$ cat src/rtl/cavlc_scan_pkg.sv
// Shared constants for the CAVLC coefficient scan block.
// Scan state codes, zig-zag table and count width.
`ifndef RES_WIDTH
`define RES_WIDTH 16
`endif

package cavlc_scan_pkg;

  localparam int CNT_W = 5;

  typedef enum logic [3:0] {
    SCAN_INIT   = 4'd0,
    SCAN_CYCLE0 = 4'd1,
    SCAN_CYCLE1 = 4'd2,
    SCAN_CYCLE2 = 4'd3,
    SCAN_CYCLE3 = 4'd4,
    SCAN_CYCLE4 = 4'd5,
    SCAN_CYCLE5 = 4'd6,
    SCAN_CYCLE6 = 4'd7,
    SCAN_CYCLE7 = 4'd8,
    SCAN_DONE   = 4'd9
  } scan_state_e;

  // Zig-zag position p -> raster index, entry p at [p*4 +: 4].
  localparam logic [63:0] ZZ_TBL = {
    4'd15, 4'd14, 4'd11, 4'd7,
    4'd10, 4'd13, 4'd12, 4'd9,
    4'd6,  4'd3,  4'd2,  4'd5,
    4'd8,  4'd4,  4'd1,  4'd0
  };

  function automatic logic [3:0] zz_raster(
    input logic [3:0] pos
  );
    return ZZ_TBL[pos*4 +: 4];
  endfunction

endpackage

$ cat src/rtl/cavlc_scan_buf.sv
// Coefficient bank with zig-zag pair read mux.
// CAVLC_SCAN_PINGPONG_EN adds a shadow bank with a full flag.
module cavlc_scan_buf
  import cavlc_scan_pkg::*;
#(
  parameter int RES_WIDTH = `RES_WIDTH
) (
  input  logic                   clk,
  input  logic                   rst,
  input  logic                   load,
`ifdef CAVLC_SCAN_PINGPONG_EN
  input  logic                   shd_load,
  input  logic                   xfer,
  output logic                   shd_full,
`endif
  input  logic [16*RES_WIDTH-1:0] blk_coeff,
  input  logic                   rd_en,
  input  logic [2:0]             rd_cyc,
  output logic [RES_WIDTH-1:0]   coeff0,
  output logic [RES_WIDTH-1:0]   coeff1
);

  localparam int BW = 16 * RES_WIDTH;

  logic [BW-1:0] coef_q, coef_d;
  logic [3:0]    idx0, idx1;

`ifdef CAVLC_SCAN_PINGPONG_EN
  logic [BW-1:0] shd_q, shd_d;
  logic          shd_full_q, shd_full_d;

  assign shd_full = shd_full_q;
`endif

  always_comb begin
    coef_d = coef_q;
    if (load) coef_d = blk_coeff;
`ifdef CAVLC_SCAN_PINGPONG_EN
    else if (xfer) coef_d = shd_q;
    shd_d      = shd_q;
    shd_full_d = shd_full_q;
    if (shd_load) begin
      shd_d      = blk_coeff;
      shd_full_d = 1'b1;
    end else if (xfer) begin
      shd_full_d = 1'b0;
    end
`endif
  end

  always_ff @(posedge clk or posedge rst) begin
    if (rst) begin
      coef_q <= '0;
`ifdef CAVLC_SCAN_PINGPONG_EN
      shd_q      <= '0;
      shd_full_q <= 1'b0;
`endif
    end else begin
      coef_q <= coef_d;
`ifdef CAVLC_SCAN_PINGPONG_EN
      shd_q      <= shd_d;
      shd_full_q <= shd_full_d;
`endif
    end
  end

  // Cycle k reads zig-zag positions 15-2k and 14-2k.
  assign idx0 = zz_raster({~rd_cyc, 1'b1});
  assign idx1 = zz_raster({~rd_cyc, 1'b0});

  always_comb begin
    coeff0 = '0;
    coeff1 = '0;
    if (rd_en) begin
      coeff0 = coef_q[idx0*RES_WIDTH +: RES_WIDTH];
      coeff1 = coef_q[idx1*RES_WIDTH +: RES_WIDTH];
    end
  end

endmodule

$ cat src/rtl/cavlc_coeff_scan.sv
// Zig-zag scan feeder for CAVLC: FSM, nz counter, handshake.
// Optional ping-pong buffering via CAVLC_SCAN_PINGPONG_EN.
module cavlc_coeff_scan
  import cavlc_scan_pkg::*;
#(
  parameter int RES_WIDTH = `RES_WIDTH
) (
  input  logic                    clk,
  input  logic                    rst,
  input  logic                    blk_valid,
  output logic                    blk_ready,
  input  logic [16*RES_WIDTH-1:0] blk_coeff,
  output logic [RES_WIDTH-1:0]    coeff0,
  output logic [RES_WIDTH-1:0]    coeff1,
  output logic [3:0]              state,
  output logic [CNT_W-1:0]        total_coeff,
  output logic                    scan_done
);

  scan_state_e      state_q, state_d;
  logic [CNT_W-1:0] nz_q, nz_d;
  logic [CNT_W-1:0] total_q, total_d;
  logic             done_q, done_d;
  logic [CNT_W-1:0] nz_inc;

  logic       accept, load, xfer, scan_en;
  logic [2:0] rd_cyc;

`ifdef CAVLC_SCAN_PINGPONG_EN
  logic shd_load, shd_full;
`endif

  always_ff @(posedge clk or posedge rst) begin
    if (rst) state_q <= SCAN_INIT;
    else     state_q <= state_d;
  end

  always_comb begin
    state_d = state_q;
    unique case (state_q)
      SCAN_INIT:   if (accept) state_d = SCAN_CYCLE0;
      SCAN_CYCLE0, SCAN_CYCLE1, SCAN_CYCLE2,
      SCAN_CYCLE3, SCAN_CYCLE4, SCAN_CYCLE5,
      SCAN_CYCLE6: state_d = scan_state_e'(state_q + 4'd1);
      SCAN_CYCLE7: state_d = SCAN_DONE;
      SCAN_DONE:   state_d = xfer ? SCAN_CYCLE0 : SCAN_INIT;
      default:     state_d = SCAN_INIT;
    endcase
  end

  always_comb begin
    scan_en = (state_q >= SCAN_CYCLE0) && (state_q <= SCAN_CYCLE7);
    rd_cyc  = 3'(state_q - 4'd1);
`ifdef CAVLC_SCAN_PINGPONG_EN
    blk_ready = !shd_full && !rst;
`else
    blk_ready = (state_q == SCAN_INIT) && !rst;
`endif
    accept = blk_valid && blk_ready;
    load   = accept && (state_q == SCAN_INIT);
`ifdef CAVLC_SCAN_PINGPONG_EN
    shd_load = accept && (state_q != SCAN_INIT);
    xfer     = (state_q == SCAN_DONE) && shd_full;
`else
    xfer     = 1'b0;
`endif
  end

  cavlc_scan_buf #(
    .RES_WIDTH (RES_WIDTH)
  ) u_buf (
    .clk       (clk),
    .rst       (rst),
    .load      (load),
`ifdef CAVLC_SCAN_PINGPONG_EN
    .shd_load  (shd_load),
    .xfer      (xfer),
    .shd_full  (shd_full),
`endif
    .blk_coeff (blk_coeff),
    .rd_en     (scan_en),
    .rd_cyc    (rd_cyc),
    .coeff0    (coeff0),
    .coeff1    (coeff1)
  );

  assign nz_inc = CNT_W'(coeff0 != '0) + CNT_W'(coeff1 != '0);

  always_comb begin
    nz_d    = nz_q;
    total_d = total_q;
    done_d  = (state_q == SCAN_CYCLE7);
    if (load || xfer) nz_d = '0;
    else if (scan_en) nz_d = nz_q + nz_inc;
    // Final sum includes the pair visible in CYCLE7.
    if (state_q == SCAN_CYCLE7) total_d = nz_q + nz_inc;
  end

  always_ff @(posedge clk or posedge rst) begin
    if (rst) begin
      nz_q    <= '0;
      total_q <= '0;
      done_q  <= 1'b0;
    end else begin
      nz_q    <= nz_d;
      total_q <= total_d;
      done_q  <= done_d;
    end
  end

  assign state       = state_q;
  assign total_coeff = total_q;
  assign scan_done   = done_q;

endmodule
$ cat config.mk
export PLATFORM = sky130hd
export DESIGN_NAME = cavlc_coeff_scan
export DESIGN_NICKNAME = d
export VERILOG_FILES = /design/src/rtl/cavlc_scan_pkg.sv /design/src/rtl/cavlc_scan_buf.sv /design/src/rtl/cavlc_coeff_scan.sv
export SDC_FILE = /design/constraint.sdc
export NUM_CORES = 1
export LEC_CHECK = 0
export ABC_AREA = 1
export BUFFER_PORTS_ARGS = -buffer_cell sky130_fd_sc_hd__buf_2
export CAP_MARGIN = 20
export CORE_ASPECT_RATIO = 2
export CORE_UTILIZATION = 35
export DETAILED_ROUTE_END_ITERATION = 8
export HOLD_SLACK_MARGIN = 0.03
export MAX_ROUTING_LAYER = met4
export PLACE_DENSITY = 0.58
export SYNTH_ARGS = -nofsm -noshare
export SYNTH_HDL_FRONTEND = slang
export SYNTH_SLANG_ARGS = --single-unit
$ cat constraint.sdc
create_clock -name clk -period 12.34 [get_ports clk]
set_clock_uncertainty 0.1 [all_clocks]
set_input_delay 2.468 -clock clk [delete_from_list [all_inputs] [get_ports clk]]
set_output_delay 2.468 -clock clk [all_outputs]
set_load 0.02 [all_outputs]
# == Yosys cells after proc, flatten, opt, wreduce, memory -nomap -nowiden ==
# Cells that the tools add are included.
# classes
muxes,6
n_bitwise,1
n_reduce_logical,10
magnitude_cmp,2
shifts,4
addsub,4
n_eq_ne,9
# ops
cell,n
$shiftx 256x9->16,2
$shiftx 64x7->4 const A,2
$mux 16,2
$reduce_bool 16->1,2
$eq 4x3->1 const B,4
$pmux 4 s3,1
$mux 5,2
$eq 4x2->1 const B,2
$reduce_or 7->1,1
$add 5x2->5,1
$add 4x1->4 const B,1
$eq 4x1->1 const B,1
$eq 4x4->1 const B,1
$ge 4x1->1 const B,1
$le 4x4->1 const B,1
$logic_and 1x1->1,4
$logic_not 4->1,1
$mux 4,1
$not 3->3,1
$sub 3x1->3 const B,1
$add 1x1->2,1
$ne 2x2->1 const B,1
$reduce_bool 2->1,1
$logic_not 1->1,1
# totals
output_inout_bits,43
elab_cells,41
ff_bits,271

# == Depth between registers and ports, before layout ==
# Gate-level depths: netlist of run 1.
# depth
ltp_word,10
ltp_mapped,25

# == Hierarchy ==
# From an unflattened synthesis of run 1, not the netlist that was laid out.
# unflattened
hier_cells,1967
area_unflattened_um2,16036.6
# by_module_without_submodules
mod,seq_area_each_um2,n_inst,area_each_um2,cells_per_inst
cavlc_scan_buf,6406.1,1,15039.4,1837
cavlc_coeff_scan,375.4,1,997.2,130

# == Worst setup path after synthesis of run 1 ==
# OpenSTA, ideal clock, no wires.
# synth_path
path_type,input -> output
from,input port rst
to,output port blk_ready
setup_slack_ns,6.982
path_stages,1
required_time_ns,9.772
n_path_buf,0
arrival_ns,2.790
path_cell_list,nor2_1
# synth_via
elab_chain_cells,2
# synth_lines
item,line,source
"start, declared",cavlc_coeff_scan.sv:9,"input logic rst,"
$logic_not 1->1 (no line),n/a,
$logic_and 1x1->1,cavlc_coeff_scan.sv:57,blk_ready = (state_q == SCAN_INIT) && !rst;
"end, declared",cavlc_coeff_scan.sv:11,"output logic blk_ready,"
# Every way passes these cells.

# == Worst setup path after layout of run 1 ==
# layout_path
from,register state_q[0] (netlist: state[0])
to,output port coeff1[13]
# layout_via
elab_chain_cells,5
elab_cells_between_ends,8
cone_classes,1 x add/sub; 2 x order compare; 2 x shift; 1 x mux; 1 x bitwise; 1 x reduce/logical
# layout_lines
item,line,source
"start, declared",cavlc_coeff_scan.sv:20,"scan_state_e state_q, state_d;"
"start signal, assigned",cavlc_coeff_scan.sv:35,else state_q <= state_d;
$sub 3x1->3,cavlc_coeff_scan.sv:53,rd_cyc = 3'(state_q - 4'd1);
$not 3->3,cavlc_scan_buf.sv:69,"assign idx1 = zz_raster({~rd_cyc, 1'b0});"
$shiftx 64x7->4,cavlc_scan_pkg.sv:35,return ZZ_TBL[pos*4 +: 4];
$shiftx 256x9->16,cavlc_scan_buf.sv:76,coeff1 = coef_q[idx1*RES_WIDTH +: RES_WIDTH];
$mux 16 *,cavlc_scan_buf.sv:74,if (rd_en) begin
"end, declared",cavlc_coeff_scan.sv:14,"output logic [RES_WIDTH-1:0] coeff1,"
# Mark *: on every way between the ends. The rest lies on a longest branch, timed or not.

==> results of run 1 <==
## cells in the final DEF (no fill, tap or decap), types with 2 or more instances in the layout
cell,n
o22ai_1,5
ha_1,7
xor2_1,3
nor3_1,2
nand3_4,4
nand2_4,3
inv_8,2
clkbuf_16,29
clkbuf_8,2
nand2_2,3
buf_2,301
o21ai_0,26
nand3_1,662
clkinvlp_4,3
inv_1,74
buf_4,22
nand2_1,1092
inv_2,6
bufinv_16,9
o211ai_1,4
clkbuf_1,3
nor2_1,15
nand3b_1,2
clkinv_4,2
dfrtp_1,271
buf_16,2
clkinv_2,4
## final timing paths
check / to / slack [ns]
setup / recovery: coeff1[13] / 4.76
setup reg to reg: nz_q[4] / 6.35
min in group asynchronous: nz_q[2] / 1.98
max in group asynchronous: u_buf.coef_q[234] / 8.54
hold reg to reg: total_coeff[3] / 0.38
hold / removal: total_coeff[3] / 0.38
## area by class of cell
cell class                 instances  area (um2)
clock buffer                      34         764
clock inverter                    19         347
fill                            4718       25700
inverter                          82         323
multi-input combinational       1836        7990
sequential                       271        6780
tap                              555         694
timing repair buffer             325        1730
## critical path: stages, from the launching register on
cell	delay [ns]
dfrtp_1	0.44
inv_1	0.15
ha_1	0.28
nand2_1	0.28
nand3_4	0.49
nand2_4	0.67
buf_4	0.88
nand2_1	0.10
nand3_1	0.16
nand3_1	0.10
nand3_1	0.11
nand3_1	0.30
inv_1	0.14
buf_2	0.18
## cell families after synthesis
group	count (synthesis)
buffers and inverters	258
AND/OR/NAND/NOR	1784
AO/OA/AOI/OAI	40
XOR/XNOR	4
adder cells (fa/ha/maj)	8
flip-flops	271
## registers in the layout, indices dropped and copies added, names as in the netlist
signal / flops
u_buf.coef_q: 256
state: 4
nz_q: 5
total_coeff: 5
scan_done: 1
## stage by stage
stage	area (um2)	worst slack, ns	cells
after detailed placement	17500	5.23	3067
after global placement	17500	5.34	3067
after floorplan	15700	2.30	2365
after global routing	18600	4.58	3122
after CTS	18600	4.60	3120
final	18600	4.76	3122
## metal layers
metal | vias up | track usage (%)
met2 | 966 | 49.8
met3 | 267 | 3.18
met1 | 8147 | 34.5
met5 | - | -
met4 | 0 | 29.6
li1 | 7977 | -
==> metrics.txt, run 1 <==
Data arrival, critical path=~5.0 ns; vias in the first global route=roughly 17k; fmax=about 130 MHz; Slew headroom=26.0%; Commonest cells post-synth=nand2_1, nand3_1, dfrtp_1, clkbuf_1, inv_1; All-Layer GR Usage=between 30% and 40%; period utilization=61.4%; first-pass GRT wire length=around 100 mm; post-synthesis register bit count=271; largest net degree at the start of global routing=about 180; Synth Area in Adders=less than 1%; post-synthesis instance total=roughly 2.4k; drc violations=40; initial antenna violation count=0; largest family of logic cells by synthesized area=simple AND/OR/NAND/NOR gates; syn_nets=around 2.6k; Seq/Total Area, Yosys=a little over two fifths; Met1 Routed Length=about 25 mm; initial drt markers=2001; Worst Setup SP=state[0]; Main synth FF type=dfrtp_1; Final Max Slew Viols=0; crit path launch type=flip-flop; Die Area=approximately 0.046 mm2; final setup vio count=0; Highest Signal Layer=met4; Final Hold Vio Count=0; Area Growth Syn to Fin=18.3%; layout cells sized above 1=roughly 15%; DRT Wirelength=between 70 and 80 mm; failing checks=design-rule violations; cts hold-fix bufs=0; crit end category=output port; met2 wire len=33.2 mm; Max FO, Critical Path=just over 90; Vias=17.4k; detailed placement HPWL=47.9 mm; Worst-path clk slew=approximately 0.060 ns; most instantiated library cell after synthesis=nand2_1; # IOs=around 300; hold slack=about 0.38 ns; Yosys Warn Count=0; fin nets=roughly 2.8k; critical path class=flip-flop to output port; Post-synth EDFFs=0; Die Wd=approximately 150 um; Starting Density=a little over a third; final core utilization=between 40% and 50%; Hold Crit Start=total_coeff[3]; Resized cells post-CTS=0; antenna viol nets, final=0; Clock Latency Late Sink=0.58 ns; Routed met3 length=around 5.0 mm; HP Class=flip-flop to flip-flop; Critical Path RT=9.77 ns; ANT cells=0; max cap viols=0; ranking of synthesized cells by area=dfrtp_1, nand2_1, nand3_1; H-tree levels=1; CTS Sinks=between 200 and 300; drt first pass iters=9; Final GP Congestion=0.931; Post-Synth Simple-Gate Area=approximately 48%; status=finished with violations; hold path depth=2; mux contribution to synthesized area=0%; Core Region=between 0.04 and 0.05 mm2; Post-synth ARST share=100%; setup bufs post-CTS=0; RR Startpoint=state[0]; post-DR wirelength/cell=between 20 and 25 um; Mean Syn Cell Area=about 6.7 um2; Setup TNS=0 ns; area leader, netlist=dfrtp_1; Tmin final=~7.6 ns; Worst Tran Pin Value=1.11 ns; via/cell ratio=5.56; gr ovfl total=0; Root Buffer Master=clkbuf_16; Max clock buf depth=3; RSZ-0062 raised after global routing=no; CTS tree=yes; xor and xnor area share after synthesis=less than 1%; Unique masters post-synth=26; Die Ht=slightly above 300 um; # port buffers=301; Reg2Reg Depth=21; post-synth top area share=43.1%; CTS Buf Count=29; Synth Area in Compound Gates=1.41%; cell row count=around 110; area of the mapped netlist=around 0.016 mm2
Power of run 1 is left out: the tool's default activity adds up to more than one toggle a clock period on the data nets, which glitch-free logic cannot reach.
==> run 2: changes to the inputs <==
--- a/config.mk
+++ b/config.mk
@@ -5,7 +5,7 @@
 export SDC_FILE = /design/constraint.sdc
 export NUM_CORES = 1
 export LEC_CHECK = 0
-export ABC_AREA = 1
+export ABC_AREA = 0
 export BUFFER_PORTS_ARGS = -buffer_cell sky130_fd_sc_hd__buf_2
 export CAP_MARGIN = 20
 export CORE_ASPECT_RATIO = 2
==> constraint.sdc (replaced) <==
create_clock -name clk -period 7.95 [get_ports clk]
set_clock_uncertainty 0.1 [all_clocks]
set_input_delay 1.59 -clock clk [delete_from_list [all_inputs] [get_ports clk]]
set_output_delay 1.59 -clock clk [all_outputs]
set_load 0.02 [all_outputs]
==> run 2 against run 1 <==
The run now ends clean. Global-route usage down 3.1 points. Critical path depth down 2. Count of clock-buffer cells in the layout up 6. Design area up 2.1%. Register-to-register slack worse by 4.4 ns. Setup slack worse by 3.5 ns. Via count down 17%. Flip-flop and latch count unchanged. Largest cell class unchanged.
==> metrics.txt, run 2 <==
Slew headroom=23.5%; status=finished, final reports clean; initial antenna violation count=0; CTS Buf Count=28; Post-synth EDFFs=0; crit end category=output port; most used cell, CP=nor3_1; setup bufs post-CTS=0; DRT Wirelength=64.3 mm; final core utilization=42.1%; Hold Crit Start=total_coeff[4]; vias in the first global route=around 15k; Final Max Slew Viols=0; FF-to-FF End=nz_q[4]; Area Growth Syn to Fin=18.3%; fmax=around 150 MHz; Most flops, register=u_buf.coef_q; Root Buffer Master=clkbuf_16; Reg2Reg Setup Slack=approximately 1.9 ns; Max clock buf depth=3; All-Layer GR Usage=28.2%; # port buffers=between 300 and 400; Max FO, Critical Path=74; Post-synth ARST share=between 90% and 100%; Resized cells post-CTS=0; Unique masters post-synth=69; CP max stage delay=approximately 0.83 ns; cell row count=110; ranking of synthesized cells by area=dfrtp_1, mux2_2, mux2i_1; post-DR wirelength/cell=approximately 27 um; cts hold-fix bufs=0; final setup vio count=0; critical path class=flip-flop to output port; first-pass GRT wire length=between 90 and 100 mm; Vias=between 10k and 15k; Main synth FF type=dfrtp_1; period utilization=between 80% and 90%; Die Area=around 0.047 mm2; Final GP Congestion=just under 1; HP Class=flip-flop to flip-flop; Mean Syn Cell Area=between 10 and 15 um2; fin nets=2108; post-synthesis register bit count=271; area of the mapped netlist=0.0161 mm2; Clock Latency Late Sink=0.58 ns; Setup TNS=0 ns; Core Region=around 0.045 mm2; most instantiated library cell after synthesis=dfrtp_1; largest net degree at the start of global routing=98; leading cell type in the layout, fill and taps excluded=buf_2; # fillers=approximately 4.4k; Commonest cells post-synth=dfrtp_1, mux2_2, nand2_1, a21oi_1, mux2i_1; Seq/Total Area, Yosys=between 40% and 50%; Starting Density=approximately 36%; hold path depth=2; CTS tree=yes; most frequent cells in the layout=buf_2, dfrtp_1, mux2_2, nand2_1, a21oi_1; Worst-path clk slew=~0.070 ns; Tmin final=roughly 6.7 ns; CTS Sinks=~270; antenna viol nets, final=0; Die Wd=between 150 and 200 um; Critical Path RT=~6.3 ns; gr ovfl total=0; hold endpoint=total_coeff[4]; crit path launch type=flip-flop; post-synth top area share=42.2%; Critical-path top delay cell=a21oi_2; post-synthesis instance total=approximately 1.6k; layout cells sized above 1=between 30% and 40%; via/cell ratio=about 6.0; ANT cells=0; max cap viols=0; RSZ-0062 raised after global routing=no; RR Startpoint=state[0]; Data arrival, critical path=4.96 ns; Die Ht=between 300 and 400 um; Reg2Reg Depth=19; H-tree levels=1; area leader, netlist=dfrtp_1; CP Cell Sequence=inv_1, ha_4, and2b_1, a21oi_2, buf_4, nor2_1, nor3_1, o32a_1, o2111ai_1, nor3_1, buf_2; detailed placement HPWL=between 40 and 50 mm; syn_nets=1872; drc violations=0; Yosys Warn Count=0; initial drt markers=1171; Worst Tran Pin Value=about 1.1 ns; Final Hold Vio Count=0; # IOs=a little over 300; drt first pass iters=5; max FFs per register=roughly 260
[run 2: worst max path at each step]
stage | startpoint | endpoint | slack [ns] | cells past startpoint
floorplan | rst | nz_q[0] | 2.68 | 1
global placement | state[0] | coeff0[15] | 2.07 | 10
detailed placement | state[0] | coeff0[13] | 1.98 | 10
CTS | state[0] | coeff0[13] | 1.36 | 10
global route | state[0] | coeff0[15] | 1.18 | 11
finish | state[0] | coeff0[15] | 1.30 | 11
[run 2: cells by family (layout without fill, tap and decap cells)]
kind of cell | after synthesis | after routing | synth area share, %
adder cells (fa/ha/maj) | 8 | 8 | 0.669
XOR/XNOR | 7 | 7 | 0.498
AO/OA/AOI/OAI | 418 | 418 | 16.8
buffers and inverters | 142 | 398 | 3.88
AND/OR/NAND/NOR | 399 | 399 | 11.2
flip-flops | 271 | 271 | 42.2
multiplexers | 360 | 360 | 24.8
[run 2: area by class of cell]
cell class / count / area (um2) / share of cell area (%)
multi-input cells: 1192 / 8730 / 45.9
flip-flops and latches: 271 / 6780 / 35.7
repair buffers: 339 / 1820 / 9.55
clock buffers: 40 / 817 / 4.30
well taps: 560 / 701 / 3.68
clock inverters: 10 / 143 / 0.750
inverters: 9 / 37.5 / 0.197
[run 2: through the flow]
stage | setup WS [ns] | hold WS (ns) | cells | cell area, um2
global placement | 2.07 | 0.366 | 2371 | 18100
finish | 1.30 | 0.386 | 2421 | 19000
floorplan | 2.68 | 0.396 | 1605 | 16100
CTS | 1.36 | 0.399 | 2421 | 19000
detailed placement | 1.98 | 0.386 | 2371 | 18100
global route | 1.18 | 0.421 | 2421 | 19000
[run 2: worst max-delay path: cells and delay by family, from the launching register on]
kind	cells	cell delay, ns
AO/OA/AOI/OAI	3	1.21
adder cells (fa/ha/maj)	1	0.78
buffers and inverters	3	0.85
flip-flops	1	0.49
AND/OR/NAND/NOR	4	1.05
[run 2: routing by layer]
metal,global-route usage [%],part of all wire (%),up-vias
li1,-,-,6430
met4,20.0,8.2,0
met5,-,0,-
met2,46.7,49,729
met1,31.1,37,7111
met3,3.65,5.9,213
Power of run 2 is left out for the same reason.
==> run 3: changes to the inputs <==
==> constraint.sdc (replaced) <==
create_clock -name clk -period 6.55 [get_ports clk]
set_clock_uncertainty 0.1 [all_clocks]
set_input_delay 1.31 -clock clk [delete_from_list [all_inputs] [get_ports clk]]
set_output_delay 1.31 -clock clk [all_outputs]
set_load 0.02 [all_outputs]
==> run 3 against run 2 <==
Design area hardly changed. Worst hold slack worse by 0.0054 ns. Sequential share of layout area hardly changed. Critical path depth is 1 lower. Core utilization hardly changed. Routed wire length is 1.1% lower. Setup slack worse by 0.95 ns. Flip-flop and latch count stayed put. Highest routed layer unchanged.
==> metrics.txt, run 3 (synthesis results as in run 2) <==
Root Buffer Master=clkbuf_16; Die Wd=154 um; Tmin final=~6.2 ns; Slew headroom=between 20% and 30%; Die Area=around 0.047 mm2; final core utilization=a little over two fifths; post-DR wirelength/cell=between 20 and 30 um; Critical Path RT=~5 ns; Reg2Reg Setup Slack=approximately 0.57 ns; layout cells sized above 1=35.8%; Placed Cells=~2.4k; # IOs=302; max cap viols=0; # port buffers=about 300; leading cell type in the layout, fill and taps excluded=buf_2; DP Area=between 0.015 and 0.02 mm2; cell row count=110; crit path launch type=flip-flop; ANT cells=0; Max FO, Critical Path=19; Data arrival, critical path=between 4 and 5 ns; CTS Buf Count=27; Vias=about 14k; period utilization=between 90% and 100%; fmax=161 MHz; Core Region=0.0451 mm2; HP Class=flip-flop to flip-flop; vias in the first global route=14.5k; Clock Latency Late Sink=roughly 0.57 ns; H-tree levels=1; Starting Density=35.6%; Final Hold Vio Count=0; Die Ht=a little over 300 um; Most flops, register=u_buf.coef_q; drc violations=0; Resized cells post-CTS=0; largest net degree at the start of global routing=roughly 160; critical path class=flip-flop to output port; first-pass GRT wire length=approximately 94 mm; antenna viol nets, final=0; CTS tree=yes; RSZ-0062 raised after global routing=no; FF-to-FF End=nz_q[4]; status=finished, final reports clean; setup bufs post-CTS=0; Hold Crit Start=total_coeff[2]; initial antenna violation count=0; fin nets=roughly 2.1k; Setup TNS=0 ns; Finished Cell Area=between 0.015 and 0.02 mm2; CTS Sinks=271; All-Layer GR Usage=roughly 28%; cts hold-fix bufs=0; Reg2Reg Depth=18; gr ovfl total=0; crit end category=output port; initial drt markers=between 1k and 1.5k; DRT Wirelength=roughly 64 mm; Worst Tran Pin Value=about 1.1 ns; Final Max Slew Viols=0; most frequent cells in the layout=buf_2, dfrtp_1, mux2_2, nand2_1, a21oi_1; drt first pass iters=8; final setup vio count=0; Area Growth Syn to Fin=18.4%; via/cell ratio=about 5.9; RR Startpoint=state[0]; hold path depth=2; Worst-path clk slew=approximately 0.060 ns; max FFs per register=around 260; Max clock buf depth=3; hold endpoint=total_coeff[2]; Final GP Congestion=just under 1; final non-filler cell total=approximately 2.4k; detailed placement HPWL=~48 mm
==> run 3: cell types whose count changed in the layout (fill, tap and decap cells not counted), sizes merged <==
cell      previous run  this run
clkbuf              40        33
buf                339       344
clkinv               6         8
inv                  8        10
bufinv               3         4
clkinvlp             2         1
==> run 3: worst max-delay path, cell delays in order (launching register included) <==
cell and delay (ns):
dfrtp_1 0.46, inv_1 0.25, ha_1 0.41, xor2_4 0.37, mux2i_4 0.74, buf_4 0.33
nand2_1 0.08, a31oi_1 0.18, nand3_1 0.15, nor4_1 0.89, buf_2 0.35
==> run 3: worst max-delay path by stage <==
| stage | from | to | slack, ns | cells past startpoint |
|---|---|---|---|---|
| 6_report | state[0] | coeff0[13] | 0.34 | 10 |
| 3_5_place_dp | state[0] | nz_q[4] | 0.74 | 18 |
| 4_1_cts | state[0] | coeff0[13] | 0.36 | 10 |
| 2_1_floorplan | rst | nz_q[0] | 1.56 | 1 |
| 3_3_place_gp | state[0] | nz_q[4] | 0.80 | 18 |
| 5_1_grt | state[0] | coeff0[13] | 0.18 | 10 |
==> run 3: layout make-up <==
type / count / area, um2
clock inverter: 14 / 193
tap: 560 / 701
timing repair buffer: 344 / 1880
sequential: 271 / 6780
multi-input combinational: 1192 / 8720
inverter: 9 / 37.5
clock buffer: 33 / 718
fill: 4461 / 26100
==> run 3: per-layer routing <==
layer | global-route usage [%] | up-vias | share of wire (%)
met1 | 30.4 | 7066 | 36
met3 | 4.45 | 189 | 6.9
met2 | 46.0 | 718 | 49
met4 | 18.6 | 0 | 7.8
li1 | - | 6430 | -
met5 | - | - | 0
==> run 3: metrics by stage <==
stage               hold WS, ns  setup slack [ns]
floorplan                 0.396              1.56
global placement          0.372             0.804
detailed placement        0.370             0.744
CTS                       0.385             0.364
global route              0.422             0.176
finish                    0.381             0.344
Power of run 3 is left out for the same reason.
